$ cat src/rtl/axi_copy_master.sv
// AXI4 burst copy engine: reads up to MAX_BURST beats into a local buffer, then writes them out.
// Optional build macro AXI_COPY_ERR_ABORT_EN: stop the copy at the first non-OKAY response.
module axi_copy_master #(
  parameter int DATA_WIDTH = 256,
  parameter int ADDR_WIDTH = 32,
  parameter int STRB_WIDTH = DATA_WIDTH / 8,
  parameter int ID_WIDTH   = 8,
  parameter int MAX_BURST  = 16,
  parameter int AXI_ID     = 0
) (
  input  logic                  clk,
  input  logic                  rst,
  input  logic                  start,
  input  logic [ADDR_WIDTH-1:0] src_addr,
  input  logic [ADDR_WIDTH-1:0] dst_addr,
  input  logic [15:0]           beats,
  output logic                  busy,
  output logic                  done,
  output logic                  error,
  output logic [ID_WIDTH-1:0]   m_axi_arid,
  output logic [ADDR_WIDTH-1:0] m_axi_araddr,
  output logic [7:0]            m_axi_arlen,
  output logic [2:0]            m_axi_arsize,
  output logic [1:0]            m_axi_arburst,
  output logic                  m_axi_arvalid,
  input  logic                  m_axi_arready,
  input  logic [ID_WIDTH-1:0]   m_axi_rid,
  input  logic [DATA_WIDTH-1:0] m_axi_rdata,
  input  logic [1:0]            m_axi_rresp,
  input  logic                  m_axi_rlast,
  input  logic                  m_axi_rvalid,
  output logic                  m_axi_rready,
  output logic [ID_WIDTH-1:0]   m_axi_awid,
  output logic [ADDR_WIDTH-1:0] m_axi_awaddr,
  output logic [7:0]            m_axi_awlen,
  output logic [2:0]            m_axi_awsize,
  output logic [1:0]            m_axi_awburst,
  output logic                  m_axi_awvalid,
  input  logic                  m_axi_awready,
  output logic [DATA_WIDTH-1:0] m_axi_wdata,
  output logic [STRB_WIDTH-1:0] m_axi_wstrb,
  output logic                  m_axi_wlast,
  output logic                  m_axi_wvalid,
  input  logic                  m_axi_wready,
  input  logic [ID_WIDTH-1:0]   m_axi_bid,
  input  logic [1:0]            m_axi_bresp,
  input  logic                  m_axi_bvalid,
  output logic                  m_axi_bready
);

  localparam int SIZE = $clog2(STRB_WIDTH);
  localparam int IDXW = (MAX_BURST > 1) ? $clog2(MAX_BURST) : 1;
`ifdef AXI_COPY_ERR_ABORT_EN
  localparam bit ABORT = 1'b1;
`else
  localparam bit ABORT = 1'b0;
`endif

  typedef enum logic [2:0] {IDLE, RD_ADDR, RD_DATA, WR_ADDR, WR_DATA, WR_RESP, FIN} state_t;

  state_t                state, state_nxt;
  logic [ADDR_WIDTH-1:0] src_q, dst_q, src_nxt, dst_nxt, src_m, dst_m;
  logic [15:0]           rem_q, rem_nxt;
  logic [7:0]            len_q;
  logic [8:0]            len_beats;
  logic [IDXW-1:0]       idx_q;
  logic                  busy_q, done_q, error_q;
  logic                  rd_hs, rd_bad, rd_end, b_bad, w_last;
  logic [DATA_WIDTH-1:0] buffer [MAX_BURST];
  logic                  unused_ok;

  // Burst length limited by remaining beats, buffer depth and the 4 KB page of both addresses.
  function automatic logic [7:0] calc_len(input logic [11:0] s, input logic [11:0] d,
                                          input logic [15:0] rem);
    logic [16:0] n, bs, bd;
    n  = {1'b0, rem};
    if (n > 17'(MAX_BURST)) n = 17'(MAX_BURST);
    bs = {4'b0, 13'h1000 - {1'b0, s}} >> SIZE;
    bd = {4'b0, 13'h1000 - {1'b0, d}} >> SIZE;
    if (bs < n) n = bs;
    if (bd < n) n = bd;
    if (n == 17'd0) n = 17'd1;
    return 8'(n - 17'd1);
  endfunction

  assign src_m     = {src_addr[ADDR_WIDTH-1:SIZE], {SIZE{1'b0}}};
  assign dst_m     = {dst_addr[ADDR_WIDTH-1:SIZE], {SIZE{1'b0}}};
  assign len_beats = {1'b0, len_q} + 9'd1;
  assign src_nxt   = src_q + (ADDR_WIDTH'(len_beats) << SIZE);
  assign dst_nxt   = dst_q + (ADDR_WIDTH'(len_beats) << SIZE);
  assign rem_nxt   = rem_q - {7'b0, len_beats};

  assign rd_hs  = m_axi_rvalid && m_axi_rready;
  assign rd_bad = rd_hs && (m_axi_rresp != 2'b00);
  assign rd_end = rd_hs && (m_axi_rlast || (idx_q == len_q[IDXW-1:0]));
  assign b_bad  = m_axi_bvalid && m_axi_bready && (m_axi_bresp != 2'b00);
  assign w_last = (idx_q == len_q[IDXW-1:0]);

  assign m_axi_arid    = ID_WIDTH'(AXI_ID);
  assign m_axi_araddr  = src_q;
  assign m_axi_arlen   = len_q;
  assign m_axi_arsize  = 3'(SIZE);
  assign m_axi_arburst = 2'b01;
  assign m_axi_awid    = ID_WIDTH'(AXI_ID);
  assign m_axi_awaddr  = dst_q;
  assign m_axi_awlen   = len_q;
  assign m_axi_awsize  = 3'(SIZE);
  assign m_axi_awburst = 2'b01;
  assign busy          = busy_q;
  assign done          = done_q;
  assign error         = error_q;
  assign unused_ok     = ^{m_axi_rid, m_axi_bid, src_addr[SIZE-1:0], dst_addr[SIZE-1:0]};

  always_ff @(posedge clk or posedge rst) begin
    if (rst) state <= IDLE;
    else     state <= state_nxt;
  end

  always_comb begin
    state_nxt     = state;
    m_axi_arvalid = 1'b0;
    m_axi_rready  = 1'b0;
    m_axi_awvalid = 1'b0;
    m_axi_wvalid  = 1'b0;
    m_axi_wlast   = 1'b0;
    m_axi_wstrb   = '0;
    m_axi_wdata   = '0;
    m_axi_bready  = 1'b0;
    case (state)
      IDLE: if (start) state_nxt = (beats == 16'd0) ? FIN : RD_ADDR;
      RD_ADDR: begin
        m_axi_arvalid = 1'b1;
        if (m_axi_arready) state_nxt = RD_DATA;
      end
      RD_DATA: begin
        m_axi_rready = 1'b1;
        // In abort mode the burst still drains to RLAST, then its write is skipped.
        if (rd_end) state_nxt = (ABORT && (error_q || rd_bad)) ? FIN : WR_ADDR;
      end
      WR_ADDR: begin
        m_axi_awvalid = 1'b1;
        if (m_axi_awready) state_nxt = WR_DATA;
      end
      WR_DATA: begin
        m_axi_wvalid = 1'b1;
        m_axi_wlast  = w_last;
        m_axi_wstrb  = '1;
        m_axi_wdata  = buffer[idx_q];
        if (m_axi_wready && w_last) state_nxt = WR_RESP;
      end
      WR_RESP: begin
        m_axi_bready = 1'b1;
        if (m_axi_bvalid)
          state_nxt = ((ABORT && b_bad) || (rem_nxt == 16'd0)) ? FIN : RD_ADDR;
      end
      FIN:     state_nxt = IDLE;
      default: state_nxt = IDLE;
    endcase
  end

  always_ff @(posedge clk or posedge rst) begin
    if (rst) begin
      src_q   <= '0;
      dst_q   <= '0;
      rem_q   <= '0;
      len_q   <= '0;
      idx_q   <= '0;
      busy_q  <= 1'b0;
      done_q  <= 1'b0;
      error_q <= 1'b0;
    end else begin
      done_q <= (state == FIN);
      if (state == FIN) busy_q <= 1'b0;
      case (state)
        IDLE: if (start) begin
          src_q   <= src_m;
          dst_q   <= dst_m;
          rem_q   <= beats;
          len_q   <= calc_len(src_m[11:0], dst_m[11:0], beats);
          idx_q   <= '0;
          error_q <= 1'b0;
          busy_q  <= 1'b1;
        end
        RD_DATA: if (rd_hs) idx_q <= rd_end ? '0 : idx_q + 1'b1;
        WR_DATA: if (m_axi_wready) idx_q <= w_last ? '0 : idx_q + 1'b1;
        WR_RESP: if (m_axi_bvalid) begin
          src_q <= src_nxt;
          dst_q <= dst_nxt;
          rem_q <= rem_nxt;
          len_q <= calc_len(src_nxt[11:0], dst_nxt[11:0], rem_nxt);
        end
        default: ;
      endcase
      if (rd_bad || b_bad) error_q <= 1'b1;
    end
  end

  always_ff @(posedge clk) begin
    if (rd_hs) buffer[idx_q] <= m_axi_rdata;
  end

endmodule

$ cat config.mk
export PLATFORM = sky130hd
export DESIGN_NAME = axi_copy_master
export DESIGN_NICKNAME = d
export VERILOG_FILES = /design/src/rtl/axi_copy_master.sv
export SDC_FILE = /design/constraint.sdc
export NUM_CORES = 2
export LEC_CHECK = 0
export ABC_AREA = 1
export ABC_CLOCK_PERIOD_IN_PS = 22700
export BUFFER_PORTS_ARGS = -buffer_cell sky130_fd_sc_hd__buf_2
export CAP_MARGIN = 20
export CORE_MARGIN = 3
export CORE_UTILIZATION = 46
export CTS_BUF_LIST = sky130_fd_sc_hd__clkbuf_8
export DETAILED_ROUTE_END_ITERATION = 10
export GPL_TIMING_DRIVEN = 0
export HOLD_SLACK_MARGIN = 0.03
export SYNTH_ARGS = -nofsm -noshare
export SYNTH_HDL_FRONTEND = slang
export SYNTH_SLANG_ARGS = --single-unit
$ cat constraint.sdc
create_clock -name clk -period 22.7 [get_ports clk]
set_input_delay 2.27 -clock clk [delete_from_list [all_inputs] [get_ports clk]]
set_output_delay 2.27 -clock clk [all_outputs]
set_load 0.1 [all_outputs]
Word-level counts from Yosys, hierarchy flattened
Memory sizes are Yosys's and may differ from the RTL's.
Index checks and enable logic that the tools add are counted.
{"block": "op_classes", "bitwise_logic": 0, "div_mod_pow": 0, "n_addsub": 11, "muxes": 67, "n_reduce_logical": 23, "eq_ne": 15, "n_lt_le_gt_ge": 6, "n_shift": 0, "n_mul": 0}
{"op": "2-to-1 mux 17 bit", "count": 16}
{"op": "2-to-1 mux 256 bit", "count": 1}
{"op": "2-to-1 mux 32 bit", "count": 5}
{"op": "one-hot mux 32 bit (2 select lines)", "count": 2}
{"op": "< comparator 8 x 17 -> 1 bit", "count": 4}
{"op": "adder 32 x 14 -> 32 bit", "count": 2}
{"op": "2-to-1 mux 16 bit", "count": 4}
{"op": "2-to-1 mux 8 bit", "count": 8}
{"op": "subtractor 13 x 12 -> 13 bit, first input constant", "count": 4}
{"op": "logical NOT 17 bit", "count": 2}
{"op": "> comparator 16 x 5 -> 1 bit, second input constant", "count": 2}
{"op": "logical NOT 16 bit", "count": 2}
{"op": "one-hot mux 16 bit (2 select lines)", "count": 1}
{"op": "2-to-1 mux 3 bit", "count": 8}
{"op": "2-to-1 mux 4 bit", "count": 5}
{"op": "one-hot mux 3 bit (6 select lines)", "count": 1}
{"op": "inequality test 2 bit, second input constant", "count": 8}
{"op": "one-hot mux 8 bit (2 select lines)", "count": 1}
{"op": "subtractor 16 x 9 -> 16 bit", "count": 1}
{"op": "subtractor 8 x 1 -> 8 bit, second input constant", "count": 2}
{"op": "2-to-1 mux 1 bit", "count": 14}
{"op": "one-hot mux 4 bit (3 select lines)", "count": 1}
{"op": "nonzero test 2 bit", "count": 5}
{"op": "adder 8 x 1 -> 9 bit, second input constant", "count": 1}
{"op": "other kinds (13)", "count": 22}
{"block": "totals", "wordCells": 132, "ram_bits": 4096, "romBits": 0, "output_inout_bits": 403, "latch_bits": 0, "memories": 1, "regBits": 98, "in_bits": 365}
{"name": "buffer", "words": 16, "word_bits": 256, "read_ports": 1, "rd_ports_with_merged_regs": 0, "wr": 1, "line": "69", "source": "logic [DATA_WIDTH-1:0] buffer [MAX_BURST];"}

Logic depth before layout (Yosys ltp)
{"block": "logic_depth", "word_depth": 21, "depth_mapped": 50, "mapped_depth_nobuf": 50}

Least setup slack after synthesis
Ideal clock, no wire load.
{"block": "synth_timing", "kind": "reg-to-reg", "start": "register state[2]", "end": "memory buffer[0][0], enable pin", "n_path_buf": 0, "synth_period_minus_slack_ps": 14677, "arrival_time_ps": 13800, "t_required_ps": 21822, "slack_ps": 8023, "setup_time_ps": 878, "path_stages_with_launch": 6, "cell_sequence": "dfrtp_1 nor3_1 nand2_1 inv_1 nand2_1 nor2_1"}
{"block": "synth_between", "elab_chain_cells": 5}
{"element": "start, declared", "line": "61", "source": "state_t state, state_nxt;"}
{"element": "start signal, assigned", "line": "116", "source": "else state <= state_nxt;"}
{"element": "== test 3 x 2 -> 1 bit", "line": "129", "source": "case (state)"}
{"element": "2-to-1 mux 1 bit", "line": "129"}
{"element": "named net m_axi_rready", "line": "32", "source": "output logic m_axi_rready,"}
{"element": "logical AND 1 bit", "line": "93", "source": "assign rd_hs = m_axi_rvalid && m_axi_rready;"}
{"element": "2-to-1 mux 1 bit", "line": "199", "source": "if (rd_hs) buffer[idx_q] <= m_axi_rdata;"}
{"element": "2-to-1 mux 1 bit (not written as such)", "line": "199"}
{"element": "end, declared", "line": "69"}
The timed path passes the listed nets, and every way through them passes these cells.

Worst setup path after layout
{"block": "layout_timing", "start": "register idx_q[0]", "end": "output m_axi_wdata[18]"}
{"block": "layout_between", "elab_chain_cells": 2}
{"element": "start, declared", "line": "66", "source": "logic [IDXW-1:0] idx_q;"}
{"element": "start signal, assigned", "line": "184", "source": "RD_DATA: if (rd_hs) idx_q <= rd_end ? '0 : idx_q + 1'b1;"}
{"element": "start signal, assigned", "line": "185", "source": "WR_DATA: if (m_axi_wready) idx_q <= w_last ? '0 : idx_q + 1'b1;"}
{"element": "memory read (16 x 256 bit)"}
{"element": "2-to-1 mux 256 bit", "line": "129"}
{"element": "end, declared", "line": "40", "source": "output logic [DATA_WIDTH-1:0] m_axi_wdata,"}
Every way passes these cells.

==> impl_results.md <==
- Average size of a mapped cell: roughly 13 sq um
- CP top delay family: buffers and inverters
- WL met1: approximately 220,000 um
- Overall routing resource usage: 0.300
- Switching Fraction: 0.375
- Worst-path clk slew: around 0.060 ns
- Final hold viol count: 0
- Reg area: between 100,000 and 150,000 sq um
- Critical Path Max Stage Delay: 0.95 ns
- Maximum vdd drop: 0.136 mV
- Crit path arrival time: 7.94 ns
- Setup TNS: 0 ns
- CP Launch Type: flop
- WL per Instance: approximately 29 um
- Buf+Inv Stages, Crit Path: 7
- Layout cells sized above 1: 0.132
- Number of max-cap violations: 0
- DRT Wirelength: 566,000 um
- Vias in the first global route: approximately 110k
- Remaining routing DRC violations: 0
- Die area: between 300,000 and 400,000 sq um
- Worst Path Required: 20.43 ns
- Initial core utilization: 0.463
- Dominant synthesized flop cell: edfxtp_1
- Gpl congestion: between 0.9 and 1
- Crit path kind: reg -> out
- First-pass GRT wire length: approximately 790,000 um
- Highest-count cells in the layout ignoring fill and taps: edfxtp_1 (4,096), o21ai_0 (2,180), nor2_1 (2,156), nand2_1 (1,285), o22ai_1 (1,040)
- Nets: between 10,000 and 15,000
- Area after DPL: about 180,000 sq um
- Uppermost layer routed: met5
- Cell row count: approximately 220
- Root Buffer: clkbuf_8
- Final HPWL DP: a little under 400,000 um
- Post-CTS Setup Inserts: 0
- Clock power share: 0.288
- Port Buffers: approximately 700
- Internal: between 10 and 15 mW
- Die Width: 606 um
- Slew at the pin closest to its max-slew limit: 1.16 ns
- FF+latch count, synth: between 4,000 and 5,000
- Syn Std Cell Area: 165,000 sq um
- Synth Warn #: 0
- Setup violations, final: 0
- Run status: complete, no violations
- Initial antenna violation count: 119
- Num Clock Sinks: between 4,000 and 5,000
- Flop pwr share: 0.422
- Vias: between 100k and 150k
- Slowest-stage cell, CP: a41oi_1
- Post-Layout Inst Area: roughly 190,000 sq um
- CTS resizes: 0
- Area Growth Syn to Fin: 16.2%
- Final Cycle Share: 0.450
- Switching power total: approximately 8 mW
- Congestion Overflow GR: 0
- Worst path cell trace: clkbuf_2 > clkbuf_1 > clkbuf_2 > clkbuf_1 > clkbuf_2 > clkbuf_1 > nor2_1 > o22ai_1 > nand2_1 > a41oi_1 > buf_2
- Critical Path Sink Type: primary output
- Hold Path Class: reg -> reg
- Synthesized instance count: 12,633
- Post-layout minimum cycle time: just over 10 ns
- DIE HEIGHT: slightly above 600 um
- Starting DRT DRC Count: 13,882
- Number of flops mapped to enable cells by yosys: between 4,000 and 5,000
- Clock buffer depth: 4
- Area occupied by multi-input gates: approximately 36,000 sq um
- CTS tree: done
- Power per cell area: 108 nW/um^2
- Post-layout util: 0.538
- CP max FO: 10
- Lkg Pwr: approximately 65 nW
- Vias per cell: slightly below 6
- DR WL met3: about 59,000 um
- Final Max Slew Viols: 0
- Top Ports: approximately 770
- Comb pwr share: 0.290
- Most common cell after layout, fill and taps aside: edfxtp_1
- CTS Hold Bufs: 0
- WL met2: around 260,000 um
- RSZ-0062 raised after global routing: false
- FILL cells: ~31,000
- Drt pass-1 iters: 9
- Worst-case clock skew: 0.0501 ns
- Core ar.: between 300,000 and 400,000 sq um
- Seq/Total Area, Yosys: 0.757
- Post-synth cell types: 51
- Post-synth ARST share: 0.0210
- Relative slew slack: 0.213
- Num CTS Buffers: between 600 and 700
- Pin count of the biggest net entering global routing: 57
- Highest Clock Rate: between 0.09 and 0.1 GHz
- Latest clock arrival within the worst-skew pair: between 1 and 1.5 ns
- H-tree depth: 6
- ANT nets after route: 0
-- layer usage --
layer | track usage | up-vias
li1 | - | 50457
met1 | 0.399 | 57529
met2 | 0.465 | 6533
met3 | 0.0675 | 1139
met4 | 0.148 | 46
met5 | 0 | -
-- Yosys cell counts, types with 4 or more instances --
master / count / area (sq um)
dfrtp_1: 88 / 2200
edfxtp_1: 4096 / 123000
buf_4: 77 / 578
o21a_1: 6 / 45.0
nand4_1: 9 / 56.3
o211ai_1: 13 / 97.6
a21oi_1: 49 / 245
nand2_1: 1285 / 4820
inv_2: 4 / 15.0
clkbuf_1: 811 / 3040
nor3_1: 29 / 145
xnor2_1: 23 / 201
o21ai_0: 2180 / 10900
nor4_1: 8 / 50.1
o22ai_1: 1040 / 6510
buf_1: 43 / 161
xor2_1: 40 / 350
nor2_2: 8 / 50.1
a41oi_1: 257 / 2250
nand2_2: 13 / 81.3
nand3_2: 6 / 60.1
o221ai_1: 11 / 96.3
ha_1: 67 / 838
inv_1: 159 / 597
nand3b_1: 7 / 52.6
nand3_1: 68 / 340
nor2_1: 2173 / 8160
o21ai_1: 9 / 45.0
or2_2: 9 / 56.3
-- area by class of cell --
cell class / count / area share
Tap cell: 4751 / 0.0309
Multi-Input combinational cell: 7389 / 0.188
Clock buffer: 695 / 0.0498
Clock inverter: 509 / 0.0133
Timing Repair Buffer: 931 / 0.0423
Sequential cell: 4184 / 0.651
Antenna cell: 75 / 0.000976
Inverter: 166 / 0.00326
Buffer: 934 / 0.0203
-- cell families (layout without fill, tap and decap cells) --
| family | after synthesis | after routing | synth area share |
|---|---|---|---|
| xor+xnor | 63 | 63 | 0.00333 |
| other cells | 2 | 117 | 0.0000454 |
| buf+inv | 1100 | 3235 | 0.0268 |
| simple gates | 3625 | 3625 | 0.0845 |
| flops | 4184 | 4184 | 0.757 |
| fa+ha+maj | 70 | 70 | 0.00543 |
| compound gates | 3586 | 3586 | 0.123 |
| mux | 3 | 3 | 0.000181 |
-- per-stage QoR --
step / std cells / total power [mW] / setup slack (ns) / hold WS [ns]
floorplan: 12673 / 12.9 / 8.02 / 0.459
global placement: 18129 / 14.9 / -7.47 / 0.479
detailed placement: 18355 / 14.9 / 13.82 / 0.489
CTS: 19559 / 20.8 / 12.41 / 0.502
global route: 19586 / 21.7 / 12.20 / 0.532
finish: 19634 / 20.8 / 12.49 / 0.503
-- worst reg2reg max path, delay by kind of cell, from the launching register on --
kind	cells	cell delay [ns]
buf+inv	3	0.24
compound gates	10	2.14
flops	1	0.65
simple gates	24	2.65
fa+ha+maj	5	1.48
xor+xnor	1	0.23
-- power by group through the flow --
stage,clock (mW),sequential (mW),combinational (mW)
floorplan,0,9.35,3.51
global placement,0,9.05,5.89
detailed placement,0,8.94,5.97
CTS,6.06,8.79,5.99
global route,6.40,8.80,6.48
finish,6.00,8.79,6.04
-- final timing paths --
kind                           startpoint          endpoint  slack [ns]  cells past startpoint
max in group asynchronous             rst   m_axi_araddr[8]       20.92                      3
hold / removal                   rem_q[7]          rem_q[7]        0.50                      2
hold reg to reg                  rem_q[7]          rem_q[7]        0.50                      2
min in group asynchronous             rst  m_axi_awaddr[19]        1.08                      2
setup / recovery                 idx_q[0]   m_axi_wdata[18]       12.49                     11
setup reg to reg           m_axi_arlen[0]    m_axi_arlen[4]       15.16                     43
-- registers in the layout (all words and copies together) (netlist names) --
| name | cells |
|---|---|
| rem_q | 16 |
| m_axi_arlen | 8 |
| m_axi_araddr | 27 |
| error | 1 |
| m_axi_awaddr | 27 |
| buffer | 4096 |
| state | 3 |
| done | 1 |
| idx_q | 4 |
| busy | 1 |
Power figures use the tool's default switching activity.
